--- config.mk ---
export PLATFORM = sky130hd
export DESIGN_NAME = traffic_phase_sequencer
export DESIGN_NICKNAME = d
export VERILOG_FILES = /design/src/rtl/traffic_phase_sequencer.sv
export SDC_FILE = /design/constraint.sdc
export NUM_CORES = 1
export LEC_CHECK = 0
export ABC_AREA = 1
export BUFFER_PORTS_ARGS = -buffer_cell sky130_fd_sc_hd__buf_2
export CORE_UTILIZATION = 45
export DETAILED_ROUTE_END_ITERATION = 7
export GPL_ROUTABILITY_DRIVEN = 0
export PLACE_DENSITY = 0.64
export SYNTH_ARGS = -nofsm -noshare
export SYNTH_HDL_FRONTEND = slang
export SYNTH_SLANG_ARGS = --single-unit
--- constraint.sdc ---
create_clock -name clk -period 3.1 [get_ports clk]
set_clock_uncertainty 0.15 [all_clocks]
set_input_delay 0.465 -clock clk [delete_from_list [all_inputs] [get_ports clk]]
set_output_delay 0.465 -clock clk [all_outputs]
set_load 0.02 [all_outputs]
--- src/rtl/traffic_phase_sequencer.sv ---
// Round-robin multi-approach signal sequencer with all-red clearance between phases.
// Build option PED_WALK_EN adds per-approach pedestrian request latching and walk lamps.
module traffic_phase_sequencer #(
  parameter int NUM_PHASES      = 2,
  parameter int TIMER_W         = 16,
  parameter int ALL_RED_TIME    = 2000,
  parameter int RED_YELLOW_TIME = 5000,
  parameter int GREEN_TIME      = 20000,
  parameter int YELLOW_TIME     = 5000,
  parameter int WALK_TIME       = 8000
) (
  input  logic                          clk,
  input  logic                          reset,
  input  logic [NUM_PHASES-1:0]         ped_req,
  output logic [NUM_PHASES-1:0]         R,
  output logic [NUM_PHASES-1:0]         Y,
  output logic [NUM_PHASES-1:0]         G,
  output logic [NUM_PHASES-1:0]         walk,
  output logic [$clog2(NUM_PHASES)-1:0] phase
);

  localparam int PW = $clog2(NUM_PHASES);

  localparam logic [1:0] ST_ALL_RED    = 2'd0;
  localparam logic [1:0] ST_RED_YELLOW = 2'd1;
  localparam logic [1:0] ST_GREEN      = 2'd2;
  localparam logic [1:0] ST_YELLOW     = 2'd3;

  localparam logic [TIMER_W-1:0] AR_LOAD    = TIMER_W'(ALL_RED_TIME - 1);
  localparam logic [TIMER_W-1:0] RY_LOAD    = TIMER_W'(RED_YELLOW_TIME - 1);
  localparam logic [TIMER_W-1:0] G_LOAD     = TIMER_W'(GREEN_TIME - 1);
  localparam logic [TIMER_W-1:0] Y_LOAD     = TIMER_W'(YELLOW_TIME - 1);
  // Green timer counts down, so walk covers timer values at or above this mark.
  localparam logic [TIMER_W-1:0] WALK_LIMIT = TIMER_W'(GREEN_TIME - WALK_TIME);
  localparam logic [TIMER_W-1:0] TIMER_ZERO = {TIMER_W{1'b0}};
  localparam logic [TIMER_W-1:0] TIMER_ONE  = TIMER_W'(1);
  localparam logic [PW-1:0]      PHASE_LAST = PW'(NUM_PHASES - 1);
  localparam logic [PW-1:0]      PHASE_ZERO = {PW{1'b0}};
  localparam logic [PW-1:0]      PHASE_ONE  = PW'(1);
  localparam logic [NUM_PHASES-1:0] ALL_ONES  = {NUM_PHASES{1'b1}};
  localparam logic [NUM_PHASES-1:0] ALL_ZEROS = {NUM_PHASES{1'b0}};

  logic [1:0]            state_r, state_nx_s;
  logic [PW-1:0]         phase_r, phase_nx_s;
  logic [TIMER_W-1:0]    timer_r, timer_nx_s;
  logic [NUM_PHASES-1:0] red_r, yellow_r, green_r, walk_r;
  logic [NUM_PHASES-1:0] red_nx_s, yellow_nx_s, green_nx_s, walk_nx_s;
  logic                  enter_green_s;

  // Lamp pattern for a given state and served approach; all others stay red.
  function automatic logic [3*NUM_PHASES-1:0] decode_lamps(input logic [1:0] st,
                                                           input logic [PW-1:0] ph);
    logic [NUM_PHASES-1:0] r, y, g;
    r = ALL_ONES;
    y = ALL_ZEROS;
    g = ALL_ZEROS;
    case (st)
      ST_ALL_RED:    r = ALL_ONES;
      ST_RED_YELLOW: y[ph] = 1'b1;
      ST_GREEN: begin
        r[ph] = 1'b0;
        g[ph] = 1'b1;
      end
      ST_YELLOW: begin
        r[ph] = 1'b0;
        y[ph] = 1'b1;
      end
      default:       r = ALL_ONES;
    endcase
    return {r, y, g};
  endfunction

  // Next state, phase and dwell timer.
  always_comb begin
    state_nx_s = state_r;
    phase_nx_s = phase_r;
    timer_nx_s = timer_r;
    if (timer_r == TIMER_ZERO) begin
      case (state_r)
        ST_ALL_RED: begin
          state_nx_s = ST_RED_YELLOW;
          timer_nx_s = RY_LOAD;
        end
        ST_RED_YELLOW: begin
          state_nx_s = ST_GREEN;
          timer_nx_s = G_LOAD;
        end
        ST_GREEN: begin
          state_nx_s = ST_YELLOW;
          timer_nx_s = Y_LOAD;
        end
        ST_YELLOW: begin
          state_nx_s = ST_ALL_RED;
          timer_nx_s = AR_LOAD;
          phase_nx_s = (phase_r == PHASE_LAST) ? PHASE_ZERO : phase_r + PHASE_ONE;
        end
        default: begin
          state_nx_s = ST_ALL_RED;
          timer_nx_s = AR_LOAD;
          phase_nx_s = PHASE_ZERO;
        end
      endcase
    end else begin
      timer_nx_s = timer_r - TIMER_ONE;
    end
  end

  assign enter_green_s = (state_r == ST_RED_YELLOW) && (timer_r == TIMER_ZERO);

  // Lamps are decoded from the next state so they register alongside it.
  always_comb begin
    {red_nx_s, yellow_nx_s, green_nx_s} = decode_lamps(state_nx_s, phase_nx_s);
  end

`ifdef PED_WALK_EN
  logic [NUM_PHASES-1:0] pending_r, pending_nx_s, served_mask_s;
  logic                  cap_r, cap_nx_s;

  assign served_mask_s = ALL_ZEROS | (NUM_PHASES'(1) << phase_r);

  // Latch requests; the served approach's request is captured on green entry.
  always_comb begin
    pending_nx_s = pending_r | ped_req;
    cap_nx_s     = cap_r;
    if (enter_green_s) begin
      cap_nx_s     = pending_r[phase_r];
      pending_nx_s = (pending_r & ~served_mask_s) | ped_req;
    end else begin
      cap_nx_s     = cap_r;
    end
  end

  // Walk shows only during the opening WALK_TIME cycles of a captured green.
  always_comb begin
    walk_nx_s = ALL_ZEROS;
    if (cap_nx_s && (state_nx_s == ST_GREEN) && (timer_nx_s >= WALK_LIMIT)) begin
      walk_nx_s[phase_nx_s] = 1'b1;
    end else begin
      walk_nx_s = ALL_ZEROS;
    end
  end

  // Pedestrian request storage.
  always_ff @(posedge clk) begin
    if (!reset) begin
      pending_r <= ALL_ZEROS;
      cap_r     <= 1'b0;
    end else begin
      pending_r <= pending_nx_s;
      cap_r     <= cap_nx_s;
    end
  end
`else
  logic unused_ped_s;
  logic unused_green_s;

  assign unused_ped_s   = ^ped_req;
  assign unused_green_s = enter_green_s ^ (^WALK_LIMIT);
  assign walk_nx_s      = ALL_ZEROS;
`endif

  // Sequencer state and registered lamp outputs.
  always_ff @(posedge clk) begin
    if (!reset) begin
      state_r  <= ST_ALL_RED;
      phase_r  <= PHASE_ZERO;
      timer_r  <= AR_LOAD;
      red_r    <= ALL_ONES;
      yellow_r <= ALL_ZEROS;
      green_r  <= ALL_ZEROS;
      walk_r   <= ALL_ZEROS;
    end else begin
      state_r  <= state_nx_s;
      phase_r  <= phase_nx_s;
      timer_r  <= timer_nx_s;
      red_r    <= red_nx_s;
      yellow_r <= yellow_nx_s;
      green_r  <= green_nx_s;
      walk_r   <= walk_nx_s;
    end
  end

  assign R     = red_r;
  assign Y     = yellow_r;
  assign G     = green_r;
  assign walk  = walk_r;
  assign phase = phase_r;

endmodule

After elaboration in Yosys (flattened, before gate mapping)
Cells that the tools add are included.
- $add $sub $neg: 2
- $lt $le $gt $ge: 2
- eq/ne operators: 6
- multiplexer cells: 9
- bitwise logic cells: 1
- reductions and logical operators: 9
- operators by type and width (kind ; count):
    one-hot mux 16 bit (3 select lines) ; 1
    logical NOT 16 bit ; 1
    two-way mux 16 bit ; 1
    subtractor 16 x 1 -> 16 bit (second input constant) ; 1
    == test 2 bit (second input constant) ; 4
    one-hot mux 2 bit (4 select lines) ; 1
    AND reduction 2 bit ; 3
    OR reduction 2 bit ; 3
    == test 2 x 1 -> 1 bit (second input constant) ; 2
    two-way mux 1 bit ; 4
    logical NOT 2 bit ; 1
    less-than comparator 1 x 2 -> 1 bit (second input constant) ; 1
    two-way mux 2 bit ; 1
    NOT 2 bit ; 1
    adder 1 bit (second input constant) ; 1
    demux 1 bit (select 1 bit) ; 1
    >= comparator 1 bit (second input constant) ; 1
    logical AND 1 bit ; 1
- register bits: 25
- bits of input ports: 4
- output and inout port bits: 9
- logic and storage cells: 35

Longest topological paths before layout
- depth in word-level cells: 9
- mapped depth: 10
- mapped depth without buffers: 10

Worst setup path after synthesis
No wires, ideal clock.
- kind: register -> register
- start: reg timer_r[0]
- end: reg timer_r[10]
- arrival: 1.179 ns
- setup slack: 1.639 ns
- stages on the path, launching flop included: 10
- clock period less this slack: 1.461 ns
- cell sequence: dfxtp_1 -> inv_1 -> ha_1 -> inv_1 -> nor2_1 -> nand3_1 -> nor2_1 -> or2_2 -> nand3_1 -> nand3_1
- word-level cells in the longest chain between the ends: 2
- elaborated cells between the ends (all ways): 3
- ends and longest elaborated chain (element ; RTL line ; text):
    start, declared ; 45 ; logic [TIMER_W-1:0] timer_r, timer_nx_s;
    start signal, assigned ; 175 ; timer_r <= timer_nx_s;
    subtractor 16 x 1 -> 16 bit or logical NOT 16 bit (tied branches) ; -- ;
    two-way mux 16 bit * ; 78 ; if (timer_r == TIMER_ZERO) begin
Mark *: on every way between the ends. The rest lies on a longest branch, timed or not.
A chain may end at the register's enable or synchronous reset.

Worst setup path after layout
- start: reg timer_r[0]
- end: reg timer_r[14]
Same word-level chain as after synthesis.

==> metrics <==
GR Util met2=25.34%; # nets final=206; overall die width=56.03 um; post-cts sizing count=0; kind of critical path=reg2reg; Worst R2R End=timer_r[14]; number of instances in the synthesized netlist=185; clock root buffer=clkbuf_4; top-area cell type share of the netlist area=38.10%; vias in the first global route=1,016; clock latency reported for the late side of the worst-skew pair=0.32 ns; starting DRC count in detailed routing=38; buffer and inverter count on the worst path=2; die boundary height=56.03 um; highest ir drop seen on vdd=0.0002736 V; FF-to-FF path depth=9; synthesis warning total=0; total clock sinks=25; largest net degree at the start of global routing=14; Largest delay share family, worst path=simple AND/OR/NAND/NOR gates; Stages on worst setup path=9; sequential share of the synthesized area=38.10%; RSZ-0062 raised after global routing=no; Yosys reg bits=25; highest attainable clock frequency=0.5920 GHz; top post-synthesis cells by area=dfxtp_1 (38%), nand2_1 (10%), nor2_1 (9.1%), nand3_1 (6.9%), inv_1 (6.9%); instance count after placement with tap cells included=222; syn_area_per_cell=7.101 sq um; H-tree depth=1; final period utilization=54.49%; number of routed nets with antenna violations=0; Lkg Pwr=0.6510 nW; cell type contributing the most total cell area after synthesis=dfxtp_1; run status=complete, no violations; maximum net fanout on the critical path=4; # Post-CTS Setup Buffers=0; detailed-route vias per instance=5.040; met3 capacity usage during global routing=2.558%; Critical Path Start Type=flop; number of different library cells in the post-synthesis netlist=25; total power divided by cell area=349.9 nW/um^2; first-pass iteration count of the detailed router=7; layer carrying the most global-route usage=met2; worst hold path type=in2reg; origin of the critical flop-to-flop path=timer_r[0]; non-filler cells in the finished layout=226; most common library cell in the layout ignoring fill and taps=nand2_1; Reg clk slew, reported paths=0.14 ns; ports placed on the boundary=13; max-capacitance violation count=0; antenna violations before repair=0; CTS Buf Count=3; max-slew violations=0; global-route wire length before repair=4.278 mm; Row Count=19; DP Wirelength=1.975 mm; GR Util All Layers=17.14%; routed length per instance=10.95 um; fraction of final layout cells sized beyond drive strength 1=15.38%; CP max stage delay=0.34 ns; worst-path cell with the longest stage delay=dfxtp_1; final routed DRC violation total=0; largest buffer count on any clock path=2; TritonCTS clock tree=done; growth of design area from synthesis to finish=6.857%; gr ovfl total=0; crit end category=flop; synthesized area=1314 sq um; data arrival time at the worst-slack endpoint=1.76 ns; Initial Utilization=47.64%; Via Count=1,139; Final Hold Viols=0; total routed wirelength=2.474 mm; Finish-stage setup viols=0; CP endpoint=timer_r[14]; required time reported for the critical path endpoint=3.17 ns; reg-to-reg setup timing slack=1.41 ns; fin crit period=1.689 ns; top library cells by usage in the layout, fill and taps aside=nand2_1 (35), nor2_1 (32), dfxtp_1 (25); antenna diode count=0; cells traversed along the worst timing path=inv_1, ha_1, inv_1, nor2_1, nand3_1, nor2_1, nand4_1, nand3_1, nand2_1; met1 routing resource usage after global routing=24.60%; Setup TNS=0 ns; number of port buffers=8; Die Outline Area=3139 sq um; area inside the core boundary=2758 sq um; startpoint of the most critical setup path=timer_r[0]; post-cts hold buffer count=0
[worst min-delay path by stage]
stage	slack (ns)	cells past startpoint	startpoint	to
after floorplan	0.22	1	timer_r[0]	timer_r[0]
after global placement	0.22	1	timer_r[0]	timer_r[0]
after detailed placement	0.24	1	timer_r[0]	timer_r[0]
after CTS	0.25	2	reset	timer_r[10]
after global routing	0.25	2	reset	timer_r[6]
final	0.26	2	reset	timer_r[6]
[worst reg2reg max path, stage by stage (launching register included)]
cell	delay [ns]
dfxtp_1	0.34
inv_1	0.09
ha_1	0.20
inv_1	0.05
nor2_1	0.13
nand3_1	0.14
nor2_1	0.23
nand4_1	0.12
nand3_1	0.10
nand2_1	0.04
[sequential cells by signal (all words and copies together) (netlist names)]
| signal | flops |
|---|---|
| R | 2 |
| G | 2 |
| Y | 2 |
| phase | 1 |
| timer_r | 16 |
| state_r | 2 |
[synthesized netlist by cell type (all sizes together)]
cell type  instances
o211ai             1
nand4              4
nor2              39
or2                1
nor3               1
nand3             19
buf                2
nand3b             1
clkbuf             1
conb               1
inv               27
nand2             40
o21ai              7
ha                 6
xor2               3
dfxtp             25
a21oi              4
xnor2              3
[power by group]
part	switching, mW	internal (mW)
clock	0.0950	0.0503
combinational	0.0146	0.00534
sequential	0.00146	0.324
[metrics by stage]
step                setup slack [ns]  total power [mW]  area, sq um  hold slack (ns)  util (%)
floorplan                      1.639            0.3504         1318           0.2153         -
global placement               1.498            0.3526         1378           0.2238     49.95
detailed placement             1.458            0.3530         1378           0.2365     49.95
CTS                            1.439            0.4986         1404           0.2504     50.91
global route                   1.248            0.5114         1404           0.2538     50.91
finish                         1.411            0.4912         1404           0.2575     50.91
[cell type report]
class / instances / area [sq um]
clock buffers: 4 / 26.28
flip-flops and latches: 25 / 500.5
multi-input cells: 131 / 696.9
repair buffers: 8 / 40.04
inverters: 27 / 101.3
well taps: 31 / 38.79
fillers: 280 / 1354
[kinds of logic after synthesis]
| kind of cell | synth area share, % |
|---|---|
| AOI/OAI and AO/OA | 5.047 |
| other | 0.2854 |
| DFF | 38.10 |
| and+or+nand+nor | 37.71 |
| xor gates and xnor gates | 4.001 |
| adders and majority gates | 5.714 |
| buffers and inverters | 9.142 |
[routing by layer]
layer	part of all wire, %	vias up
met3	6.6	4
met1	47	505
li1	-	592
met5	0	-
met4	1.5	0
met2	44	38
Power figures use the tool's default switching activity.
